File: src/rtl/servo_pkg.sv
// Purpose: shared constants, derived centre position and request-priority type for the servo PWM block.
// Latency: none (constants, types and pure functions only).
// Backpressure: not applicable.
package servo_pkg;

  // Defaults: 100 MHz clock, 20 ms frame, pulse width 1..2 ms, 10 us per step
  localparam int DEF_PERIOD_CYCLES = 2000000;
  localparam int DEF_PULSE_MIN     = 100000;
  localparam int DEF_PULSE_MAX     = 200000;
  localparam int DEF_STEP          = 1000;
  localparam int DEF_POS_W         = 21;
  localparam int DEF_IDLE_FRAMES   = 50;

  // Neutral servo position: midpoint of the legal pulse range, rounded down
  function automatic int calc_center(input int pulse_min, input int pulse_max);
    return (pulse_min + pulse_max) / 2;
  endfunction

  localparam int DEF_PCENTER = calc_center(DEF_PULSE_MIN, DEF_PULSE_MAX);

  // Outcome of the requests accumulated over one frame
  typedef enum logic [2:0] {
    REQ_NONE,
    REQ_CENTER,
    REQ_LEFT,
    REQ_RIGHT,
    REQ_CONFLICT
  } req_t;

  // Centre beats everything; left and right together cancel out
  function automatic req_t req_decode(input logic c, input logic l, input logic r);
    req_t v;
    if (c)           v = REQ_CENTER;
    else if (l && r) v = REQ_CONFLICT;
    else if (l)      v = REQ_LEFT;
    else if (r)      v = REQ_RIGHT;
    else             v = REQ_NONE;
    return v;
  endfunction

endpackage

File: src/rtl/servo_frame_timer.sv
// Purpose: free-running PWM frame counter 0..PERIOD_CYCLES-1 with a last-cycle marker.
// Latency: o_frame_end is decoded from the counter register in the same cycle.
// Backpressure: none; the counter never stalls, synchronous reset restarts it at 0.
module servo_frame_timer #(
  parameter int PERIOD_CYCLES = servo_pkg::DEF_PERIOD_CYCLES,
  parameter int POS_W         = servo_pkg::DEF_POS_W
) (
  input  logic             i_clk,
  input  logic             i_rst,
  output logic [POS_W-1:0] o_period_cnt,
  output logic             o_frame_end
);

  localparam logic [POS_W-1:0] LP_LAST = POS_W'(PERIOD_CYCLES - 1);

  logic [POS_W-1:0] r_period_cnt;
  logic             w_last;

  assign w_last = (r_period_cnt == LP_LAST);

  // Count through the frame and wrap after the last cycle
  always_ff @(posedge i_clk) begin
    if (i_rst)       r_period_cnt <= '0;
    else if (w_last) r_period_cnt <= '0;
    else             r_period_cnt <= r_period_cnt + POS_W'(1);
  end

  assign o_period_cnt = r_period_cnt;
  assign o_frame_end  = w_last;

endmodule

File: src/rtl/servo_pwm_ctrl.sv
// Purpose: per-axis servo position register and fixed-period PWM; optional idle blanking under SERVO_PWM_IDLE_EN.
// Latency: PWM is one cycle behind the frame counter; POS and limit flags change the cycle after FRAME_END.
// Backpressure: none; step requests are levels OR-ed into sticky flags and all are accepted at frame end.
module servo_pwm_ctrl import servo_pkg::*; #(
  parameter int PERIOD_CYCLES = DEF_PERIOD_CYCLES,
  parameter int PULSE_MIN     = DEF_PULSE_MIN,
  parameter int PULSE_MAX     = DEF_PULSE_MAX,
  parameter int STEP          = DEF_STEP,
  parameter int POS_W         = DEF_POS_W
`ifdef SERVO_PWM_IDLE_EN
  ,
  parameter int IDLE_FRAMES   = DEF_IDLE_FRAMES
`endif
) (
  input  logic             CLK,
  input  logic             RST,
  input  logic             CNT_L,
  input  logic             CNT_R,
  input  logic             CENTER,
  output logic             PWM,
  output logic [POS_W-1:0] POS,
  output logic             AT_MIN,
  output logic             AT_MAX,
  output logic             PWM_limit,
  output logic             FRAME_END
);

  localparam int PCENTER = calc_center(PULSE_MIN, PULSE_MAX);

  localparam logic [POS_W-1:0] LP_CENTER = POS_W'(PCENTER);
  localparam logic [POS_W-1:0] LP_MIN    = POS_W'(PULSE_MIN);
  localparam logic [POS_W-1:0] LP_MAX    = POS_W'(PULSE_MAX);

  // One extra sign bit so POS-STEP below zero cannot wrap to a large value
  localparam logic signed [POS_W:0] LP_STEP_S = (POS_W+1)'(STEP);
  localparam logic signed [POS_W:0] LP_MIN_S  = (POS_W+1)'(PULSE_MIN);
  localparam logic signed [POS_W:0] LP_MAX_S  = (POS_W+1)'(PULSE_MAX);

  logic [POS_W-1:0]        w_period_cnt;
  logic                    w_frame_end;
  logic                    w_req_l;
  logic                    w_req_r;
  logic                    w_req_c;
  req_t                    w_req;
  logic signed [POS_W:0]   w_pos_dec_s;
  logic signed [POS_W:0]   w_pos_inc_s;
  logic [POS_W-1:0]        w_pos_nxt;
  logic                    w_pwm_en;

  logic                    r_req_l;
  logic                    r_req_r;
  logic                    r_req_c;
  logic [POS_W-1:0]        r_pos;
  logic [POS_W-1:0]        r_active_width;
  logic                    r_at_min;
  logic                    r_at_max;
  logic                    r_limit;
  logic                    r_pwm;

  servo_frame_timer #(
    .PERIOD_CYCLES (PERIOD_CYCLES),
    .POS_W         (POS_W)
  ) u_frame_timer (
    .i_clk        (CLK),
    .i_rst        (RST),
    .o_period_cnt (w_period_cnt),
    .o_frame_end  (w_frame_end)
  );

  // A request arriving in the FRAME_END cycle itself still belongs to this frame
  assign w_req_l = r_req_l | CNT_L;
  assign w_req_r = r_req_r | CNT_R;
  assign w_req_c = r_req_c | CENTER;
  assign w_req   = req_decode(w_req_c, w_req_l, w_req_r);

  assign w_pos_dec_s = $signed({1'b0, r_pos}) - LP_STEP_S;
  assign w_pos_inc_s = $signed({1'b0, r_pos}) + LP_STEP_S;

  // Candidate position for this frame's commit, saturated at both ends of the range
  always_comb begin
    w_pos_nxt = r_pos;
    case (w_req)
      REQ_CENTER: w_pos_nxt = LP_CENTER;
      REQ_LEFT:   w_pos_nxt = (w_pos_dec_s < LP_MIN_S) ? LP_MIN : w_pos_dec_s[POS_W-1:0];
      REQ_RIGHT:  w_pos_nxt = (w_pos_inc_s > LP_MAX_S) ? LP_MAX : w_pos_inc_s[POS_W-1:0];
      default:    w_pos_nxt = r_pos;
    endcase
  end

  // Sticky request flags, emptied at every frame boundary so nothing carries over
  always_ff @(posedge CLK) begin
    if (RST || w_frame_end) begin
      r_req_l <= 1'b0;
      r_req_r <= 1'b0;
      r_req_c <= 1'b0;
    end else begin
      r_req_l <= w_req_l;
      r_req_r <= w_req_r;
      r_req_c <= w_req_c;
    end
  end

  // Commit position and pulse width together only at frame end, so a pulse is never cut or stretched
  always_ff @(posedge CLK) begin
    if (RST) begin
      r_pos          <= LP_CENTER;
      r_active_width <= LP_CENTER;
      r_at_min       <= (LP_CENTER == LP_MIN);
      r_at_max       <= (LP_CENTER == LP_MAX);
      r_limit        <= (LP_CENTER != LP_MIN) && (LP_CENTER != LP_MAX);
    end else if (w_frame_end) begin
      r_pos          <= w_pos_nxt;
      r_active_width <= w_pos_nxt;
      r_at_min       <= (w_pos_nxt == LP_MIN);
      r_at_max       <= (w_pos_nxt == LP_MAX);
      r_limit        <= (w_pos_nxt != LP_MIN) && (w_pos_nxt != LP_MAX);
    end
  end

`ifdef SERVO_PWM_IDLE_EN
  localparam int IDLE_W = $clog2(IDLE_FRAMES + 1);
  localparam logic [IDLE_W-1:0] LP_IDLE_MAX  = IDLE_W'(IDLE_FRAMES);
  localparam logic [IDLE_W-1:0] LP_IDLE_LAST = IDLE_W'(IDLE_FRAMES - 1);

  logic [IDLE_W-1:0] r_idle_cnt;
  logic              r_idle;

  // Count consecutive request-free frames; blank the output once the threshold is reached
  always_ff @(posedge CLK) begin
    if (RST) begin
      r_idle_cnt <= '0;
      r_idle     <= 1'b0;
    end else if (w_frame_end) begin
      if (w_req != REQ_NONE) begin
        r_idle_cnt <= '0;
        r_idle     <= 1'b0;
      end else if (r_idle_cnt != LP_IDLE_MAX) begin
        r_idle_cnt <= r_idle_cnt + IDLE_W'(1);
        if (r_idle_cnt == LP_IDLE_LAST) r_idle <= 1'b1;
      end
    end
  end

  assign w_pwm_en = ~r_idle;
`else
  assign w_pwm_en = 1'b1;
`endif

  // Registered pulse: high while the frame counter is below the committed width
  always_ff @(posedge CLK) begin
    if (RST) r_pwm <= 1'b0;
    else     r_pwm <= w_pwm_en & (w_period_cnt < r_active_width);
  end

  assign PWM       = r_pwm;
  assign POS       = r_pos;
  assign AT_MIN    = r_at_min;
  assign AT_MAX    = r_at_max;
  assign PWM_limit = r_limit;
  assign FRAME_END = w_frame_end;

endmodule

File: config.mk
export PLATFORM = sky130hd
export DESIGN_NAME = servo_pwm_ctrl
export DESIGN_NICKNAME = d
export VERILOG_FILES = /design/src/rtl/servo_pkg.sv /design/src/rtl/servo_frame_timer.sv /design/src/rtl/servo_pwm_ctrl.sv
export SDC_FILE = /design/constraint.sdc
export NUM_CORES = 1
export LEC_CHECK = 0
export ABC_AREA = 0
export CAP_MARGIN = 20
export CORE_MARGIN = 2
export CORE_UTILIZATION = 53
export CTS_CLUSTER_DIAMETER = 200
export DETAILED_ROUTE_END_ITERATION = 8
export PLACE_DENSITY = 0.69
export SLEW_MARGIN = 20
export SYNTH_ARGS = -nofsm -noshare
export SYNTH_HDL_FRONTEND = slang
export SYNTH_SLANG_ARGS = --single-unit
export TNS_END_PERCENT = 50
File: constraint.sdc
create_clock -name CLK -period 4.2 [get_ports CLK]
set_input_delay 0.63 -clock CLK [delete_from_list [all_inputs] [get_ports CLK]]
set_output_delay 0.63 -clock CLK [all_outputs]
set_load 0.02 [all_outputs]
* Yosys cells after proc, flatten, opt, wreduce, memory -nomap -nowiden
Cells that the tools add are included.
** Storage, ports and cells
- Bits in registers :: 49
- Input port bits :: 5
- Word-level logic and storage cells :: 37
** Cells by class
- $add $sub $neg :: 3
- $lt $le $gt $ge :: 3
- Equality and inequality tests :: 8
- Multiplexer cells :: 7
- Bitwise operators :: 3
- Reduce and logical (&&, ||, !) cells :: 4
** Operators with widths (count)
- $pmux 21 s3 :: 1
- $mux 21 :: 2
- $add 21x10->22 const B :: 1
- $gt 22x19->1 const B :: 1
- $lt 22x18->1 const B :: 1
- $sub 21x10->22 const B :: 1
- $add 21x1->21 const B :: 1
- $eq 21x17->1 const B :: 1
- $eq 21x18->1 const B :: 1
- $eq 21x21->1 const B :: 1
- $lt 21x21->1 :: 1
- $ne 21x17->1 const B :: 1
- $ne 21x18->1 const B :: 1
- $eq 3x2->1 const B :: 2
- $mux 3 :: 2
- $mux 2 :: 2
- $eq 3x1->1 const B :: 1
- $or 1x1->1 :: 3
- $logic_and 1x1->1 :: 2
- $reduce_or 2->1 :: 1
- $logic_or 1x1->1 :: 1

* Longest topological paths before layout
- Depth in word-level cells :: 9
- Depth in mapped cells :: 16
- Mapped depth without buffers :: 14

* Hierarchy
A second synthesis with hierarchy kept.
** Second synthesis, totals
- Cells, all modules :: 562
- Area, all modules :: 4295.4 sq um
** By module, submodules not included
- servo_pwm_ctrl :: times used 1, cells each 448, area each 3279.4 sq um, seq. area each 560.5 sq um
- servo_frame_timer :: times used 1, cells each 114, area each 1016.0 sq um, seq. area each 420.4 sq um

* Worst setup path after synthesis
No wires, ideal clock.
- Kind :: reg-to-reg
- Start :: register, netlist name r_active_width[3]
- End :: register r_limit, in the netlist PWM_limit
- Library setup time :: 0.126 ns
- Arrival time :: 3.715 ns
- Data required time :: 4.074 ns
- Slack :: 0.359 ns
- Cell stages (with the launch flop) :: 16
- Path buffers :: 2
- Period minus slack after synthesis :: 3.841 ns
- Path through :: dfxtp_1 -> clkbuf_1 -> inv_1 -> ha_1 -> buf_2 -> nand4b_1 -> nor2_1 -> o21ai_0 -> nor4_4 -> o21ai_2 -> and3_4 -> a221o_1 -> a211oi_1 -> nand4_1 -> nor4_2 -> nor3_1
** RTL lines
- end signal, assigned :: line servo_pwm_ctrl.sv:110 : r_limit <= (LP_CENTER != LP_MIN) && (LP_CENTER != LP_MAX);
- end signal, assigned :: line servo_pwm_ctrl.sv:116 : r_limit <= (w_pos_nxt != LP_MIN) && (w_pos_nxt != LP_MAX);
- end, declared :: line servo_pwm_ctrl.sv:57 : logic r_limit;

==> results.sh <==
export IMPL_final_cells=723
export IMPL_clock_sinks=49
export IMPL_swShare_pct=26.55
export IMPL_setup_viol=0
export IMPL_synth_seq_cells=49
export IMPL_fin_area_um2=5005
export IMPL_post_route_drc_count=0
export IMPL_fillerInstances=730
export IMPL_seqCellArea_um2=980.9
export IMPL_ant_nets=0
export IMPL_worst_pin_slew_ns=0.8240
export IMPL_place_worst_setup_slack_ns=0.2943
export IMPL_path_max_fanout=18
export IMPL_cts_buffers=5
export IMPL_synth_edf_count=0
export IMPL_final_max_slew_violation_count=0
export IMPL_clk_insertion_delay_late_ns=0.32
export IMPL_fin_nets=650
export IMPL_outcome="completed"
export IMPL_dr_pass1_iters=5
export IMPL_dieArea_um2=8885
export IMPL_p_leak_uw=0.001921
export IMPL_chipWidth_um=94.26
export IMPL_post_drt_wl_per_cell_um=20.74
export IMPL_rows=32
export IMPL_syn_area_um2=4318
export IMPL_ys_flop_type="dfxtp_1"
export IMPL_fmax_mhz=251.0
export IMPL_fin_util_pct=64.10
export IMPL_synth_most_common_cell="nor2_1"
export IMPL_combinationalPowerShare_pct=10.6
export IMPL_grt_max_degree=24
export IMPL_yosysTopAreaCellShare_pct=22.72
export IMPL_placed_cells_incl_taps=715
export IMPL_htree_num_levels=2
export IMPL_cts_tree="yes"
export IMPL_dp_hpwl_um=11370
export IMPL_power_frac_seq_pct=50.4
export IMPL_final_layout_size_suffix_gt1_share_pct=10.63
export IMPL_syn_to_final_growth_pct=15.91
export IMPL_wl_met2_um=6600
export IMPL_holdCritPathClass="reg -> reg"
export IMPL_syn_nets=612
export IMPL_synth_top_cell_by_area="dfxtp_1"
export IMPL_routed_wirelength_um=15000
export IMPL_fin_ws_ns=0.2155
export IMPL_cap_violations=0
export IMPL_ir_drop_v=0.0001444
export IMPL_relSlewSlack_pct=45.07
export IMPL_top_layer_used="met4"
export IMPL_cts_resized=0
export IMPL_diodes=0
export IMPL_gp_congestion=1.073
export IMPL_finClkSkew_ns=0.009624
export IMPL_antenna_found_initial=0
export IMPL_critical_path_class="reg -> reg"
export IMPL_finalCriticalPeriod_ns=3.985
export IMPL_yosysSeqAreaShare_pct=22.72
export IMPL_post_cts_buffers=0
export IMPL_synth_area_leaders="dfxtp_1 (23%), ha_1 (7.2%), nor2_1 (5.9%)"
export IMPL_crit_required_ns=4.40
export IMPL_dr_wl_met3_um=1675
export IMPL_first_iter_violations=756
export IMPL_grt_first_pass_wirelength_um=24240
export IMPL_yosys_top_cells_count="nor2_1 (68), nand2_1 (52), dfxtp_1 (49)"
export IMPL_yosysUniqueCellTypes=77
export IMPL_start_kind="register"
export IMPL_critPathArrivalTime_ns=4.19
export IMPL_grt_pass1_vias=4615
export IMPL_core_region_area_um2=7807
export IMPL_clockPowerShare_pct=39.1
export IMPL_rsz0062_at_grt="no"
export IMPL_num_vias=4910
export IMPL_p_sw_uw=249.6
export IMPL_syn_inst=582
export IMPL_cts_hold_buf=0
export IMPL_clk_path_buf_depth=2
export IMPL_gr_total_overflow=0
export IMPL_wl_met1_um=5983
export IMPL_groute_usage_overall_pct=35.01
export IMPL_clk_pin_slew_worst_paths_ns=0.11
export IMPL_initial_core_util_pct=55.30
export IMPL_dieHeight_um=94.26
export IMPL_cp_end_kind="register"
export IMPL_yosysWarningCount=0
export IMPL_placed_area_um2=4888
export IMPL_powerDensity_nw_per_um2=187.9
export IMPL_hold_viol_final=0
export IMPL_cts_root_buffer="clkbuf_8"
export IMPL_vias_per_cell=6.791
export IMPL_multiInputGateArea_um2=3075
export IMPL_tns_ns=0
export IMPL_cellInternalPower_uw=690.6
export IMPL_finalCritPeriodShare_pct=94.87
export IMPL_io_buffers=30
export IMPL_io_pins=31
export IMPL_synthArstFlopShare_pct=0
export IMPL_postSynthAreaPerCell_um2=7.419
[worst paths after layout]
check                         start        end  slack (ns)  depth (start not counted)
setup / recovery  r_active_width[6]  PWM_limit        0.22                         11
hold / removal               AT_MIN     AT_MIN        0.48                          1
setup reg to reg  r_active_width[6]  PWM_limit        0.22                         11
hold reg to reg              AT_MIN     AT_MIN        0.48                          1
[registers in the layout, indices dropped and copies added (netlist names)]
register                    cells
AT_MAX                          1
AT_MIN                          1
PWM                             1
PWM_limit                       1
r_active_width                 21
r_req_c                         1
r_req_l                         1
r_req_r                         1
u_frame_timer.o_period_cnt     21
[logic make-up (layout without fill, tap and decap cells)]
kind of cell / after synthesis / after routing / share of synthesized area (%)
buffers and inverters: 63 / 102 / 6.056
flip-flops: 49 / 49 / 22.72
XOR/XNOR: 25 / 25 / 5.071
AO/OA/AOI/OAI: 158 / 158 / 25.91
adder cells (fa/ha/maj): 25 / 25 / 7.244
multiplexers: 7 / 7 / 1.681
AND/OR/NAND/NOR: 255 / 255 / 31.32
[placed cells by master, fill, tap and decap left out, drive strengths merged, types with 8 or more instances in the layout]
cell type,count
o21ai,32
nand2b,9
a21o,8
and2,8
ha,25
a211oi,15
a31oi,10
nand2,52
nand4,10
nor3,26
dfxtp,49
clkdlybuf4s50,30
nand3,24
nor2,71
and3,9
nor4,15
xnor2,12
buf,37
inv,27
xor2,13
a21oi,34
o211ai,8
[stage by stage]
step                      hold slack [ns]  total power (uW)
after global routing               0.4865             975.2
final                              0.4778             940.2
after global placement             0.4659             579.7
after floorplan                    0.4446             542.0
after detailed placement           0.4513             580.1
after CTS                          0.4775             950.6
[layout make-up]
class	count	share of cell area [%]
Multi-Input combinational cell	470	61.45
Sequential cell	49	19.60
Timing Repair Buffer	67	12.05
Tap cell	102	2.550
Inverter	27	2.025
Clock buffer	5	1.375
Clock inverter	3	0.9500
[critical path, cell delays in order (launching register included)]
cell and delay (ns):
dfxtp_1 0.77, nand4b_1 0.24, nor2_1 0.49, o21ai_0 0.26
nor4_4 0.28, o21ai_2 0.13, and3_4 0.22, a221o_1 0.35
a211oi_1 0.32, nand4_1 0.29, nor4_2 0.42, nor3_1 0.09
[layer usage]
layer,vias up,track usage [%]
met1,2259,47.15
li1,2234,-
met5,-,0
met3,66,5.538
met4,0,15.82
met2,351,54.88
[power by group through the flow]
stage / logic (uW) / clock network (uW) / registers, uW
2_1_floorplan: 58.2 / 0 / 484
3_3_place_gp: 95.6 / 0 / 484
3_5_place_dp: 95.9 / 0 / 484
5_1_grt: 107 / 393 / 474
4_1_cts: 96.5 / 381 / 473
6_report: 99.4 / 367 / 473
No activity file was read; power rests on OpenSTA's default activity.
==> edit 1, RTL diff (config.mk and constraints unchanged) <==
The option `SERVO_PWM_IDLE_EN` is turned on by a define.
--- a/src/rtl/servo_pwm_ctrl.sv
+++ b/src/rtl/servo_pwm_ctrl.sv
@@ -1,6 +1,8 @@
 // Purpose: per-axis servo position register and fixed-period PWM; optional idle blanking under SERVO_PWM_IDLE_EN.
 // Latency: PWM is one cycle behind the frame counter; POS and limit flags change the cycle after FRAME_END.
 // Backpressure: none; step requests are levels OR-ed into sticky flags and all are accepted at frame end.
+`define SERVO_PWM_IDLE_EN
+
 module servo_pwm_ctrl import servo_pkg::*; #(
   parameter int PERIOD_CYCLES = DEF_PERIOD_CYCLES,
   parameter int PULSE_MIN     = DEF_PULSE_MIN,
Behaviour: same outputs for any inputs over 10 cycles, from zero or initial values and one cycle with RST high; that may be too few to reach the edited logic, so the function may still have changed.
==> edit 1 against the original RTL <==
  * Setup slack better by 0.090 ns
  * Hold slack better by 0.012 ns
  * Wire length up 9.6%
  * Design area up 5.8%
  * First-iteration DRC count down 25%
  * Power up 1.1%
  * Area after synthesis up 8.8%
  * Synthesized cell count up 10%
  * Via count up 5.6%
  * Sequential share of layout area up 1.6 points
  * Sequential cell count up 7
==> edit 1: results <==
set metrics [dict create \
    post-place-ws_ns 0.0487 \
    r2r_start "r_active_width[3]$_SDFFE_PP0P_" \
    hpwl_mm 12.5 \
    rr_worst_depth 15 \
    p_int_w 0.000693 \
    synthAdderAreaFrac_pct 7.46 \
    arrival_ns 4.11 \
    syn_nets 673 \
    r2r_slack_ns 0.31 \
    status "finished, final reports clean" \
    track_usage_pct 33.5 \
    startpoint "CNT_R" \
    synth_mux_area_share_pct 1.12 \
    synth_compound_area_share_pct 24.9 \
    ir_drop_uv 229 \
    synth_seq_area_share_pct 23.9 \
    drive_above_1_share_pct 9.54 \
    first_iter_violations 564 \
    fillers 784 \
    final_nets 703 \
    power_leakage_nw 2.07 \
    synthTopCellsByCount "nor2_1 (71), nand2_1 (69), dfxtp_1 (56)" \
    first_global_vias 4817 \
    grt_pass1_wl_mm 25.5 \
    grt_max_degree 31 \
    ys_top_cells_by_area "dfxtp_1 (24%), ha_1 (7.5%), nor2_1 (5.7%), nand2_1 (5.5%), a21oi_1 (3.6%)" \
    cp-endpoint "AT_MAX$_SDFFE_PP0P_" \
    ys_types 74 \
    worstPathMaxFanout 6 \
    relSlewSlack_pct 55.2 \
    num_vias 5183 \
    wl_per_cell_um 21.1 \
    fin_skew_ns 0.0120 \
    worstHoldStart "r_idle$_SDFFE_PP0P_" \
    synth_xor_xnor_area_share_pct 6.53 \
]
-- edit 1: changes by cell type in the layout (fill, tap and decap cells not counted), sizes merged, moves of 6 or more --
cell and change:
nand2 +17, nand4 +10, dfxtp +7, a211o -6, a221oi -6, xor2 +6
-- edit 1: cell families after synthesis --
logic type,Yosys count
adder cells (fa/ha/maj),28
AO/OA/AOI/OAI,163
multiplexers,5
XOR/XNOR,35
AND/OR/NAND/NOR,283
flip-flops,56
buffers and inverters,70
-- edit 1: worst max-delay path, stage by stage --
cell	delay, ns
clkdlybuf4s50_1	0.40
or2_2	0.33
ha_1	0.30
nor2b_1	0.36
nand2_1	0.22
nor2_1	0.34
buf_4	0.20
nand3_1	0.07
o21ai_1	0.38
a21oi_1	0.15
o211ai_1	0.21
a2111oi_2	0.07
o2111ai_1	0.19
a2bb2oi_1	0.21
nor2_1	0.05
-- edit 1: metrics by stage --
| step | instance area (um^2) | std cells | hold slack, ns |
|---|---|---|---|
| floorplan | 4700 | 640 | 0.437 |
| CTS | 5300 | 779 | 0.489 |
| global route | 5300 | 779 | 0.523 |
| global placement | 5210 | 771 | 0.460 |
| finish | 5300 | 779 | 0.490 |
| detailed placement | 5210 | 771 | 0.463 |
-- edit 1: per-layer routing --
metal | global-route usage [%] | vias up | share of wire (%) | wire length (um)
met5 | 0 | - | 0 | 0
li1 | - | 2388 | - | -
met2 | 52.7 | 311 | 45 | 7340
met3 | 4.58 | 65 | 8.7 | 1430
met1 | 44.8 | 2419 | 42 | 6930
met4 | 17.3 | 0 | 4.5 | 742
-- edit 1: final cells by class --
type | instances | area share (%)
multi-input cells | 514 | 62.1
flip-flops and latches | 56 | 21.2
repair buffers | 63 | 10.3
well taps | 108 | 2.55
inverters | 30 | 2.13
clock buffers | 5 | 1.30
clock inverters | 3 | 0.425
-- edit 1: power by group through the flow --
stage,combinational (W),clock [W],sequential (W)
2_1_floorplan,0.0000585,0,0.000551
3_3_place_gp,0.0000933,0,0.000552
3_5_place_dp,0.0000942,0,0.000552
4_1_cts,0.0000950,0.000316,0.000540
5_1_grt,0.000104,0.000341,0.000541
6_report,0.0000983,0.000312,0.000540
-- edit 1: worst min-delay path by stage --
stage	slack [ns]	endpoint	depth (start not counted)
CTS	0.49	r_idle$_SDFFE_PP0P_	2
finish	0.49	r_idle$_SDFFE_PP0P_	2
detailed placement	0.46	r_idle$_SDFFE_PP0P_	2
global route	0.52	u_frame_timer.o_period_cnt[0]$_SDFF_PP0_	1
global placement	0.46	r_idle$_SDFFE_PP0P_	2
floorplan	0.44	u_frame_timer.o_period_cnt[0]$_SDFF_PP0_	1
==> edit 2, RTL diff (config.mk and constraints unchanged) <==
Without the edit above. The output `PWM` loses its register stage (`r_pwm` becomes a continuous assignment).
--- a/src/rtl/servo_pwm_ctrl.sv
+++ b/src/rtl/servo_pwm_ctrl.sv
@@ -147,10 +147,7 @@
 `endif
 
   // Registered pulse: high while the frame counter is below the committed width
-  always_ff @(posedge CLK) begin
-    if (RST) r_pwm <= 1'b0;
-    else     r_pwm <= w_pwm_en & (w_period_cnt < r_active_width);
-  end
+  assign r_pwm = w_pwm_en & (w_period_cnt < r_active_width);
 
   assign PWM       = r_pwm;
   assign POS       = r_pos;
Behaviour: not the same (Yosys sat finds a counterexample within 4 cycles, from zero or initial values and one cycle with RST high).
==> edit 2 against the original RTL <==
  * Fmax is 0.92% lower
  * Clock power is 20% lower
  * Area after synthesis is 3.4% lower
  * Design area is 3.1% lower
  * Power is 9.6% lower
  * Wire length is 5.5% lower
  * Sequential cell count is 1 lower
  * Setup slack worse by 0.037 ns
==> edit 2: results <==
set metrics [dict create \
    r2r_slack_ns 0.18 \
    wl_met1_mm 5.78 \
    grt_use_met2_pct 53.5 \
    syn_area_per_cell_um2 7.42 \
    drive_above_1_share_pct 10.4 \
    relSlewSlack_pct 39.5 \
    fillers 696 \
    grtUsageMet3_pct 7.00 \
    wl_met2_mm 6.13 \
    synthAdderAreaFrac_pct 7.50 \
    p_seq_share_pct 54.5 \
    viasPerCell 6.62 \
    synth_xor_xnor_area_share_pct 6.30 \
    p_int_w 0.000630 \
    status "finished, final reports clean" \
    p_comb_w 0.0000940 \
    seq_power_w 0.000463 \
    post-place-ws_ns 0.0687 \
    synth_mux_area_share_pct 1.05 \
    r2r_start "r_active_width[3]$_SDFFE_PP0P_" \
    dp_cells 698 \
    num_vias 4673 \
    final_nets 633 \
    hpwl_mm 11.0 \
    ir_drop_uv 218 \
    worstHoldStart "AT_MAX$_SDFFE_PP0P_" \
    worstPathMaxFanout 8 \
    fin_skew_ns 0.0139 \
    dpl_cell_area_um2 4730 \
    grt_pass1_wl_mm 22.6 \
    synthTopCellsByCount "nor2_1 (71), nand2_1 (50), dfxtp_1 (48)" \
    hold_ws_ns 0.473 \
    track_usage_pct 33.6 \
    wl_mm 14.2 \
    rr_worst_depth 13 \
    hold_depth 2 \
    ys_top_cells_by_area "dfxtp_1 (23%), ha_1 (7.5%), nor2_1 (6.4%), nand2_1 (4.5%), xnor2_1 (3.6%)" \
    ys_types 76 \
    synth_seq_area_share_pct 23.0 \
    first_iter_violations 488 \
    route.met3.wl_mm 1.49 \
    power_leakage_nw 1.93 \
]
## edit 2: layout make-up
type                       count  area, um^2  area share, %
clock inverter                 2        13.8          0.284
sequential                    48         962           19.8
tap                          102         128           2.63
clock buffer                   6        82.6           1.70
inverter                      26        97.6           2.01
timing repair buffer          65         566           11.7
multi-input combinational    457        3000           61.9
## edit 2: critical path, cell delays in order (launching register included)
cell and delay (ns):
dfxtp_1 0.36, buf_4 0.18, ha_1 0.21, or3_1 0.49, o211ai_4 0.32, and3b_1 0.22, or3_4 0.41, a22o_4 0.31
o21ai_2 0.36, o21ai_0 0.30, nor3_1 0.32, and4_1 0.24, a31oi_1 0.05, o22a_1 0.16
## edit 2: worst max-delay path by stage
stage | slack, ns | startpoint | endpoint | cells past startpoint
final | 0.18 | r_active_width[3]$_SDFFE_PP0P_ | PWM_limit$_SDFFE_PP1P_ | 13
after global routing | 0.01 | r_active_width[3]$_SDFFE_PP0P_ | PWM_limit$_SDFFE_PP1P_ | 13
after CTS | 0.03 | r_active_width[3]$_SDFFE_PP0P_ | PWM_limit$_SDFFE_PP1P_ | 13
after detailed placement | 0.07 | r_active_width[3]$_SDFFE_PP0P_ | PWM_limit$_SDFFE_PP1P_ | 13
after global placement | -0.03 | r_active_width[3]$_SDFFE_PP0P_ | PWM_limit$_SDFFE_PP1P_ | 13
after floorplan | 0.46 | r_active_width[3]$_SDFFE_PP0P_ | PWM_limit$_SDFFE_PP1P_ | 15
## edit 2: kinds of logic after synthesis
group | after synthesis
simple gates | 247
compound gates | 151
buf+inv | 57
flops | 48
xor+xnor | 30
fa+ha+maj | 25
mux | 4
## edit 2: timing repair
item,CTS,global route
gates resized for setup,1,4
setup endpoints to repair,1,4
gates cloned,0,0
setup buffers,0,0
